File: src/rtl/seg_scan.sv
// seg_scan: time-multiplexed scan driver for an N-digit common-anode
// 7-segment bank. It presents one nibble per scan slot to a downstream
// registered hex-to-segment decoder and drives active-low digit selects
// and the decimal point. Display data is double-buffered: load writes the
// pending bank, and the active bank is refreshed only at frame boundaries.
//
// Each slot is DIV cycles long. The first BLANK cycles keep every select
// off, which covers the decoder's one-cycle latency and avoids ghosting.
// The remaining cycles select the slot's digit if it is visible. The
// per-slot BLANK/SHOW sequencing is carried entirely by the prescaler
// count, so there is no separate state register.
//
// All outputs are registered. The next-cycle values are computed from the
// next prescaler/index/active-bank values, so an output register always
// matches the slot and phase that the counters hold in the same cycle.

module seg_scan #(
    parameter int N_DIGITS = 8,
    parameter int DIV      = 50000,
    parameter int BLANK    = 2
) (
    input  logic                  clk,
    input  logic                  rst_n,
    input  logic                  load,
    input  logic [4*N_DIGITS-1:0] data_in,
    input  logic [N_DIGITS-1:0]   en_in,
    input  logic [N_DIGITS-1:0]   dp_in,
    input  logic                  lzs,
    output logic [3:0]            digit,
    output logic [N_DIGITS-1:0]   sel_n,
    output logic                  dp_n,
    output logic                  frame_start
);

    localparam int CW = (DIV > 1) ? $clog2(DIV) : 1;
    localparam int IW = (N_DIGITS > 1) ? $clog2(N_DIGITS) : 1;

    localparam logic [CW-1:0] CNT_ZERO  = CW'(0);
    localparam logic [CW-1:0] CNT_ONE   = CW'(1);
    localparam logic [CW-1:0] CNT_LAST  = CW'(DIV - 1);
    localparam logic [CW-1:0] CNT_SHOW  = CW'(BLANK);
    localparam logic [IW-1:0] IDX_ZERO  = IW'(0);
    localparam logic [IW-1:0] IDX_ONE   = IW'(1);
    localparam logic [IW-1:0] IDX_LAST  = IW'(N_DIGITS - 1);

    // Returns 1 when every nibble at position pos and above is zero.
    // Disabled digits are included on purpose: their stored value still
    // counts toward leading-zero suppression.
    function automatic logic upper_zero(
        input logic [4*N_DIGITS-1:0] data,
        input logic [IW-1:0]         pos
    );
        logic z;
        z = 1'b1;
        for (int k = 0; k < N_DIGITS; k++) begin
            z = z & ((k < int'(pos)) | (data[4*k +: 4] == 4'h0));
        end
        return z;
    endfunction

    // Prescaler and slot index state.
    logic [CW-1:0] cnt_r;
    logic [CW-1:0] cnt_s;
    logic [IW-1:0] idx_r;
    logic [IW-1:0] idx_s;
    logic          tick_s;
    logic          wrap_s;

    // Pending (written by load) and active (displayed) banks.
    logic [4*N_DIGITS-1:0] pend_data_r;
    logic [N_DIGITS-1:0]   pend_en_r;
    logic [N_DIGITS-1:0]   pend_dp_r;
    logic [4*N_DIGITS-1:0] act_data_r;
    logic [N_DIGITS-1:0]   act_en_r;
    logic [N_DIGITS-1:0]   act_dp_r;
    logic [4*N_DIGITS-1:0] act_data_s;
    logic [N_DIGITS-1:0]   act_en_s;
    logic [N_DIGITS-1:0]   act_dp_s;

    // Output registers and their next values.
    logic [3:0]          digit_r;
    logic [N_DIGITS-1:0] sel_n_r;
    logic                dp_n_r;
    logic                frame_start_r;
    logic [3:0]          digit_s;
    logic [N_DIGITS-1:0] sel_n_s;
    logic                dp_n_s;
    logic                frame_start_s;
    logic                show_s;
    logic                suppress_s;
    logic                visible_s;

    // Next prescaler count, slot index, and frame-wrap detection.
    always_comb begin
        cnt_s  = cnt_r;
        idx_s  = idx_r;
        tick_s = (cnt_r == CNT_LAST);
        wrap_s = 1'b0;
        if (tick_s) begin
            cnt_s = CNT_ZERO;
            if (idx_r == IDX_LAST) begin
                idx_s  = IDX_ZERO;
                wrap_s = 1'b1;
            end else begin
                idx_s = idx_r + IDX_ONE;
            end
        end else begin
            cnt_s = cnt_r + CNT_ONE;
        end
    end

    // Next active bank: copy the pending bank at the frame wrap only.
    always_comb begin
        act_data_s = act_data_r;
        act_en_s   = act_en_r;
        act_dp_s   = act_dp_r;
        if (wrap_s) begin
            act_data_s = pend_data_r;
            act_en_s   = pend_en_r;
            act_dp_s   = pend_dp_r;
        end else begin
            act_data_s = act_data_r;
            act_en_s   = act_en_r;
            act_dp_s   = act_dp_r;
        end
    end

    // Next output values for the slot and phase the counters enter next.
    always_comb begin
        digit_s       = act_data_s[4*idx_s +: 4];
        sel_n_s       = {N_DIGITS{1'b1}};
        dp_n_s        = 1'b1;
        frame_start_s = wrap_s;
        show_s        = (cnt_s >= CNT_SHOW);
        suppress_s    = lzs & (idx_s != IDX_ZERO) & upper_zero(act_data_s, idx_s);
        visible_s     = act_en_s[idx_s] & ~suppress_s;
        if (show_s && visible_s) begin
            sel_n_s[idx_s] = 1'b0;
            dp_n_s         = ~act_dp_s[idx_s];
        end else begin
            sel_n_s = {N_DIGITS{1'b1}};
            dp_n_s  = 1'b1;
        end
    end

    // Prescaler, slot index and active bank registers.
    always_ff @(posedge clk) begin
        if (!rst_n) begin
            cnt_r      <= CNT_ZERO;
            idx_r      <= IDX_ZERO;
            act_data_r <= {(4*N_DIGITS){1'b0}};
            act_en_r   <= {N_DIGITS{1'b1}};
            act_dp_r   <= {N_DIGITS{1'b0}};
        end else begin
            cnt_r      <= cnt_s;
            idx_r      <= idx_s;
            act_data_r <= act_data_s;
            act_en_r   <= act_en_s;
            act_dp_r   <= act_dp_s;
        end
    end

    // Pending bank capture; the swap reads the value held before this edge.
    always_ff @(posedge clk) begin
        if (!rst_n) begin
            pend_data_r <= {(4*N_DIGITS){1'b0}};
            pend_en_r   <= {N_DIGITS{1'b1}};
            pend_dp_r   <= {N_DIGITS{1'b0}};
        end else if (load) begin
            pend_data_r <= data_in;
            pend_en_r   <= en_in;
            pend_dp_r   <= dp_in;
        end else begin
            pend_data_r <= pend_data_r;
            pend_en_r   <= pend_en_r;
            pend_dp_r   <= pend_dp_r;
        end
    end

    // Registered outputs.
    always_ff @(posedge clk) begin
        if (!rst_n) begin
            digit_r       <= 4'h0;
            sel_n_r       <= {N_DIGITS{1'b1}};
            dp_n_r        <= 1'b1;
            frame_start_r <= 1'b0;
        end else begin
            digit_r       <= digit_s;
            sel_n_r       <= sel_n_s;
            dp_n_r        <= dp_n_s;
            frame_start_r <= frame_start_s;
        end
    end

    assign digit       = digit_r;
    assign sel_n       = sel_n_r;
    assign dp_n        = dp_n_r;
    assign frame_start = frame_start_r;

endmodule

File: config.mk
export PLATFORM = sky130hd
export DESIGN_NAME = seg_scan
export DESIGN_NICKNAME = d
export VERILOG_FILES = /design/src/rtl/seg_scan.sv
export SDC_FILE = /design/constraint.sdc
export NUM_CORES = 1
export LEC_CHECK = 0
export CAP_MARGIN = 30
export CORE_MARGIN = 2
export CORE_UTILIZATION = 50
export DETAILED_ROUTE_END_ITERATION = 12
export PLACE_DENSITY = 0.82
export SLEW_MARGIN = 20
export SYNTH_ARGS = -nofsm -noshare
export SYNTH_HDL_FRONTEND = slang
export SYNTH_SLANG_ARGS = --single-unit
export TNS_END_PERCENT = 5
File: constraint.sdc
create_clock -name clk -period 3.6 [get_ports clk]
set_clock_uncertainty 0.15 [all_clocks]
set_input_delay 0.54 -clock clk [delete_from_list [all_inputs] [get_ports clk]]
set_output_delay 0.54 -clock clk [all_outputs]
set_load 0.05 [all_outputs]
==> summary.md, run 1 <==
| Metric | Value |
|---|---|
| Status | `finished, final reports clean` |
| Crit start category | `register` |
| Reg2reg path depth | `6` |
| Via Count | `5476` |
| Area of the core | `roughly 12000 µm²` |
| H-tree levels | `4` |
| Fin. max-slew vios | `0` |
| CP arrival | `3.43 ns` |
| CTS Root Cell | `clkbuf_16` |
| # rows | `40` |
| Sink Count | `~130` |
| Syn_nets | `around 780` |
| Hold Path Class | `register to register` |
| Initial antenna violation count | `0` |
| Setup TNS | `0 ns` |
| Final Setup Violations | `0` |
| Largest net degree at the start of global routing | `~110` |
| Post-route ant nets | `0` |
| Req. time, crit path | `roughly 3.7 ns` |
| Die height | `116.2 µm` |
| Drt first pass iters | `5` |
| Gpl congestion | `about 1` |
| Final Hold Vio Count | `0` |
| Placed Instances | `just over 900` |
| Multi-input logic area | `between 3000 and 4000 µm²` |
| Drt total wl | `around 17 mm` |
| Iter 0 DRT Violations | `between 400 and 500` |
| Grt total ovfl | `0` |
| VDD IR-drop max | `around 0.32 mV` |
| Most frequent cells after synthesis | `nand2_1, dfxtp_1, mux2i_1, nor2_1, nor2b_1` |
| Worst-skew pair later-pin latency | `about 0.42 ns` |
| Vias in the first global route | `approximately 5400` |
| GRT Util Overall | `25.98%` |
| TritonCTS clock tree | `done` |
| Finished Layout Cells | `approximately 960` |
| Routed vias/inst | `5.722` |
| Final nets | `roughly 830` |
| Max capacitance violation total | `0` |
| Min Clock Period, post-route | `3.310 ns` |
| First-pass GRT wire length | `27.20 mm` |
| Post-synthesis sequential element count | `between 100 and 150` |
| Ys flop type | `dfxtp_1` |
| Register area | `around 2600 µm²` |
| Avg Inst Size Synth | `around 8.6 µm²` |
| Die X | `116.2 µm` |
| Initial core utilization | `between 50 and 60%` |
| Slew @ Worst Pin | `about 0.9 ns` |
| Cell Pwr Density | `between 400 and 500 nW/µm²` |
| Post-synth EDFFs | `0` |
| Crit path capture | `sel_n[6]` |
| Fin crit share | `between 90% and 100%` |
| Unrepaired setup endpoints after global routing | `false` |
| CP max FO | `12` |
| IO Pins | `66` |
| Fillers | `a little under 1000` |
| Layout cell share with drive strength beyond 1 | `around 9%` |
| Crit. Startpoint | `cnt_r[4]` |
| Top post-synthesis cells by area | `dfxtp_1, mux2i_1, nand2_1` |
| F_max | `between 300 and 400 MHz` |
| Clock slew at reported path FFs | `about 0.060 ns` |
| Area share of the largest cell type after synthesis | `between 40% and 50%` |
| Synthesis-to-layout area growth | `21.77%` |
| CP Class | `register to register` |
| TritonCTS Buffers | `17` |
| Most frequent cell after synthesis | `nand2_1` |
| Post-CTS Setup Inserts | `0` |
| Port Buf Inserts | `65` |
| Slew headroom | `39.77%` |
| Distinct cells, synth | `65` |
| Clock buffer depth | `2` |
| HPWL after DPL | `approximately 11 mm` |
| Seq/Total Area, Yosys | `roughly two fifths` |
| Capturing point of the worst reg2reg path | `sel_n[6]` |
| Worst r2r src | `cnt_r[4]` |
| Critical Path Sink Type | `register` |
| Area leader, netlist | `dfxtp_1` |
| Cells after Synth | `roughly 730` |
| Asr flop ratio synth | `0%` |
| R2R Setup Slk | `between 0.2 and 0.3 ns` |
| Synth warnings | `0` |
| Cell leakage power | `between 2 and 3 nW` |
| WL per Instance | `between 15 and 20 µm` |
| Ant diodes | `0` |
| Synth Cell Area | `between 6000 and 7000 µm²` |
| Full die area | `13510 µm²` |
| Residual DRC count | `0` |
layout make-up:
type	instances	share of cell area [%]
Sequential cell	129	33.67
Multi-Input combinational cell	540	45.29
Clock inverter	10	1.746
Timing Repair Buffer	86	10.41
Clock buffer	21	6.003
Inverter	3	0.1468
Tap cell	168	2.741
sequential cells by signal (all words and copies together) (netlist names):
name and flops:
act_data_r 32, pend_data_r 32, cnt_r 16, act_dp_r 8
act_en_r 8, pend_dp_r 8, pend_en_r 8, sel_n 8
digit 4, idx_r 3, dp_n 1, frame_start 1
layout by cell type (no fill, tap or decap), types with 17 or more instances in the layout:
master	instances
nand2_1	132
dfxtp_1	129
mux2i_1	75
clkdlybuf4s50_1	63
nor2_1	46
nor2b_1	46
a21boi_0	40
buf_4	21
nand3_1	20
o21ai_0	20
a21oi_1	18
clkbuf_16	17
report_power, final:
part | internal, mW | leakage [nW] | switching (mW) | total [mW]
registers | 1.47 | 1.05 | 0.0321 | 1.50
clock network | 1.12 | 0.289 | 0.628 | 1.74
logic | 0.113 | 1.50 | 0.0862 | 0.199
total | 2.70 | 2.84 | 0.746 | 3.44
routing by layer:
layer | vias to the layer above | part of all wire (%) | global-route usage (%)
li1 | 2660 | - | -
met1 | 2595 | 46 | 33.85
met2 | 197 | 46 | 41.67
met3 | 24 | 6.2 | 5.968
met4 | 0 | 1.8 | 10.79
met5 | - | 0 | 0
worst min-delay path by stage:
stage	start	to	slack (ns)	cells after the start
floorplan	cnt_r[0]	cnt_r[0]	0.29	1
global placement	cnt_r[0]	cnt_r[0]	0.30	1
detailed placement	cnt_r[0]	cnt_r[0]	0.31	1
CTS	act_dp_r[6]	act_dp_r[6]	0.32	2
global route	pend_en_r[7]	pend_en_r[7]	0.34	2
finish	pend_dp_r[1]	act_dp_r[1]	0.32	2
cells by family after synthesis:
logic type / Yosys count / share of synthesized area (%)
DFF: 129 / 41.00
AOI/OAI and AO/OA: 124 / 13.77
muxes: 82 / 13.51
adders and majority gates: 3 / 0.5960
buffers and inverters: 60 / 3.993
xor gates and xnor gates: 16 / 2.225
and+or+nand+nor: 315 / 24.91
stage by stage:
| step | cell area, µm² | setup slack, ns | hold WS, ns | util (%) | power [mW] |
|---|---|---|---|---|---|
| floorplan | 6299 | 0.5706 | 0.2879 | - | 1.630 |
| global placement | 7067 | 0.3686 | 0.3029 | 58.11 | 1.718 |
| detailed placement | 7067 | 0.2421 | 0.3099 | 58.11 | 1.723 |
| CTS | 7661 | 0.2211 | 0.3227 | 62.99 | 3.451 |
| global route | 7670 | 0.08504 | 0.3428 | 63.07 | 3.534 |
| finish | 7670 | 0.2896 | 0.3243 | 63.07 | 3.441 |
what timing repair did:
item,in CTS,in global routing
hold endpoints to repair,0,0
resized for setup,0,2
hold buffers,0,0
setup endpoints to repair,0,6
worst max-delay path: stages, from the launching register on:
cell and delay [ns]:
dfxtp_1 0.41, or4b_4 0.65, or4_4 0.62, mux2i_2 0.61, a21oi_2 0.15, a211oi_4 0.44
nand3_1 0.12
Power figures use the tool's default switching activity.
==> run 2, diff against run 1 <==
--- a/config.mk
+++ b/config.mk
@@ -5,6 +5,7 @@
 export SDC_FILE = /design/constraint.sdc
 export NUM_CORES = 1
 export LEC_CHECK = 0
+export ABC_AREA = 1
 export CAP_MARGIN = 30
 export CORE_MARGIN = 2
 export CORE_UTILIZATION = 50
==> constraint.sdc (replaced) <==
create_clock -name clk -period 3.6 [get_ports clk]
set_clock_uncertainty 0.15 [all_clocks]
set_input_delay 0.72 -clock clk [delete_from_list [all_inputs] [get_ports clk]]
set_output_delay 0.72 -clock clk [all_outputs]
set_load 0.05 [all_outputs]
==> run 2 against run 1 <==
Effect of this change:
- combinational power decreased by 10%
- setup slack improved by 0.56 ns
- count of clock-buffer cells in the layout stayed put
==> summary.md, run 2 <==
| Metric | Value |
|---|---|
| Status | `finished, final reports clean` |
| TritonCTS Buffers | `17 (unchanged)` |
| Cell leakage power | `3.265 nW (+15%)` |
| Fin. max-slew vios | `0 (unchanged)` |
| Residual DRC count | `0 (unchanged)` |
| Routed vias/inst | `5.170 (-9.6%)` |
| Slew headroom | `62.78% (+23 points)` |
| Most used routing layer | `met2` |
| HPWL after DPL | `9.511 mm (-17%)` |
| Reg2reg path depth | `13 (+7)` |
| Drt total wl | `13.73 mm (-18%)` |
| Largest net degree at the start of global routing | `57 (-48%)` |
| Crit start category | `register` |
| Synthesis-to-layout area growth | `21.30%` |
| Clock buffer depth | `2 (unchanged)` |
| R2R Setup Slk | `0.85 ns (+0.56 ns)` |
| Seq/Total Area, Yosys | `43.88% (+2.9 points)` |
| Post-placement setup slack | `0.8712 ns (+0.6291 ns)` |
| Min Clock Period, post-route | `2.751 ns (-0.5591 ns)` |
| Post-route setup slack | `0.8486 ns (+0.5591 ns)` |
| Most frequent cells after synthesis | `nand2_1, nor2_1, dfxtp_1, inv_1, o21ai_0` |
| Post-CTS Setup Inserts | `0 (unchanged)` |
| Via Count | `5279 (-3.6%)` |
| Final Hold Vio Count | `0 (unchanged)` |
| Vias in the first global route | `4981 (-8.1%)` |
| Die X | `112.5 µm (-3.2%)` |
| Area share of the largest cell type after synthesis | `43.88% (+2.9 points)` |
| Register area | `2582 µm² (unchanged)` |
| Max capacitance violation total | `0 (unchanged)` |
| Hold EP | `cnt_r[0]` |
| Met2 usage | `35.50% (-6.2 points)` |
| Worst Hold Slack | `0.3036 ns (-0.02076 ns)` |
| Hold Path Origin | `cnt_r[0]` |
| Most frequent cells in the layout | `nand2_1, nor2_1, dfxtp_1` |
| WHS Path Cells | `1 (-1)` |
| Final Setup Violations | `0 (unchanged)` |
| Gpl congestion | `0.9027 (-9.5%)` |
| H-tree levels | `4 (unchanged)` |
| VDD IR-drop max | `0.2661 mV (-18%)` |
| Most frequent cell after synthesis | `nand2_1` |
| Cells after Synth | `812 (+11%)` |
| Req. time, crit path | `3.72 ns (about the same)` |
| Layout Utilization | `62.26% (-0.81 points)` |
| Sink Count | `129 (unchanged)` |
| CTS Root Cell | `clkbuf_16` |
| Worst-skew pair later-pin latency | `0.42 ns (about the same)` |
| Layout cell share with drive strength beyond 1 | `9.339% (+0.34 points)` |
| Met1 Use GR | `30.85% (-3.0 points)` |
| Ant diodes | `0 (unchanged)` |
| Full die area | `12660 µm² (-6.3%)` |
| F_max | `363.5 MHz (+20%)` |
| Post-synthesis sequential element count | `129 (unchanged)` |
| Capturing point of the worst reg2reg path | `sel_n[6]` |
| Area leader, netlist | `dfxtp_1` |
| Syn_nets | `867 (+11%)` |
| Final nets | `922 (+11%)` |
| Post-route ant nets | `0 (unchanged)` |
| Setup TNS | `0 ns (unchanged)` |
| Fin crit share | `76.43% (-16 points)` |
| Initial core utilization | `51.33% (-0.46 points)` |
| CP arrival | `2.88 ns (-0.55 ns)` |
| Hold Path Class | `register to register` |
| Cts repair resizes | `0 (unchanged)` |
| Cts hold-fix bufs | `0 (unchanged)` |
| Slew @ Worst Pin | `0.5569 ns (-0.3465 ns)` |
| Synth Cell Area | `5886 µm² (-6.6%)` |
| Distinct cells, synth | `37 (-43%)` |
| Critical Path Sink Type | `register` |
| Fillers | `986 (+0.20%)` |
| CP max FO | `16 (+4)` |
| Die height | `112.5 µm (-3.2%)` |
| Avg Inst Size Synth | `7.248 µm² (-16%)` |
| Grt total ovfl | `0 (unchanged)` |
| Unrepaired setup endpoints after global routing | `false` |
| Clock slew at reported path FFs | `0.06 ns (about the same)` |
| Multi-input logic area | `2813 µm² (-19%)` |
| GRT Util Overall | `22.79% (-3.2 points)` |
| Global Route met3 Usage | `5.022% (-0.95 points)` |
| IO Pins | `66 (unchanged)` |
| Ys flop type | `dfxtp_1` |
| Cell Pwr Density | `454.6 nW/µm² (+1.3%)` |
| First-pass GRT wire length | `23.46 mm (-14%)` |
| Synth warnings | `0 (unchanged)` |
| Biggest regs | `act_data_r x32, pend_data_r x32, cnt_r x16` |
| Drt first pass iters | `5 (unchanged)` |
| Area of the core | `11470 µm² (-5.7%)` |
| Iter 0 DRT Violations | `317 (-27%)` |
| Worst r2r src | `idx_r[0]` |
| Total Power | `3.245 mW (-5.7%)` |
| Most common cell after layout, fill and taps aside | `nand2_1` |
| Post-synth EDFFs | `0 (unchanged)` |
| WL per Instance | `13.45 µm (-23%)` |
| TritonCTS clock tree | `done` |
| Port Buf Inserts | `65 (unchanged)` |
| Asr flop ratio synth | `0% (unchanged)` |
| Top post-synthesis cells by area | `dfxtp_1, nand2_1, nor2_1` |
| # rows | `39 (-2.5%)` |
| CP Class | `register to register` |
| Initial antenna violation count | `0 (unchanged)` |
-- run 2: cell types whose count changed after synthesis, sizes merged, moves of 18 or more --
cell    change
nand4      +20
mux2i      -75
clkbuf     -23
nor4       -18
nor2b      -46
a21oi      +19
nor2      +121
o21ai      +56
inv        +70
nand2      +50
a21boi     -40
-- run 2: report_power, final --
group	switching [mW]	total (mW)	internal, mW
clock network	0.619	1.58	0.958
registers	0.0189	1.49	1.47
logic	0.0947	0.179	0.0847
total	0.732	3.25	2.51
-- run 2: cell type report --
class | instances | share of cell area [%]
inverter | 76 | 4.066
clock buffer | 21 | 6.309
sequential | 129 | 36.17
tap | 143 | 2.506
clock inverter | 9 | 1.209
timing repair buffer | 75 | 10.34
multi-input combinational | 568 | 39.40
-- run 2: logic make-up after synthesis --
family	synth area share (%)
XOR/XNOR	1.042
buffers and inverters	8.333
adder cells (fa/ha/maj)	0.6378
AO/OA/AOI/OAI	11.39
flip-flops	43.88
multiplexers	0.3401
AND/OR/NAND/NOR	34.38
-- run 2: worst max path at each step --
stage	from	endpoint	slack, ns	depth (start not counted)
final	idx_r[0]	sel_n[6]	0.85	13
after global routing	idx_r[0]	sel_n[4]	0.67	13
after CTS	idx_r[0]	sel_n[6]	0.86	13
after detailed placement	idx_r[1]	sel_n[4]	0.87	13
after global placement	idx_r[0]	sel_n[4]	1.01	13
after floorplan	idx_r[0]	sel_n[4]	1.39	13
-- run 2: per-stage QoR --
step / cells / area, µm²
after floorplan: 812 / 5886
after global placement: 991 / 6603
after detailed placement: 991 / 6603
after CTS: 1021 / 7139
after global routing: 1021 / 7139
final: 1021 / 7139
-- run 2: layer usage --
| layer | wire length, µm | share of wire, % | vias to the layer above |
|---|---|---|---|
| met1 | 6417 | 47 | 2394 |
| met2 | 6172 | 45 | 156 |
| met5 | 0 | 0 | - |
| met3 | 854 | 6.2 | 21 |
| met4 | 284 | 2.1 | 0 |
| li1 | - | - | 2708 |
-- run 2: critical path, stage by stage (launching register included) --
cell,delay [ns]
dfxtp_1,0.33
ha_1,0.20
ha_1,0.26
buf_4,0.23
nor2_1,0.15
nand3_1,0.10
nand2_1,0.43
nand3_1,0.14
nand3_1,0.11
nand2_1,0.06
inv_1,0.06
nand2_2,0.07
nor2_4,0.20
nand4_1,0.13
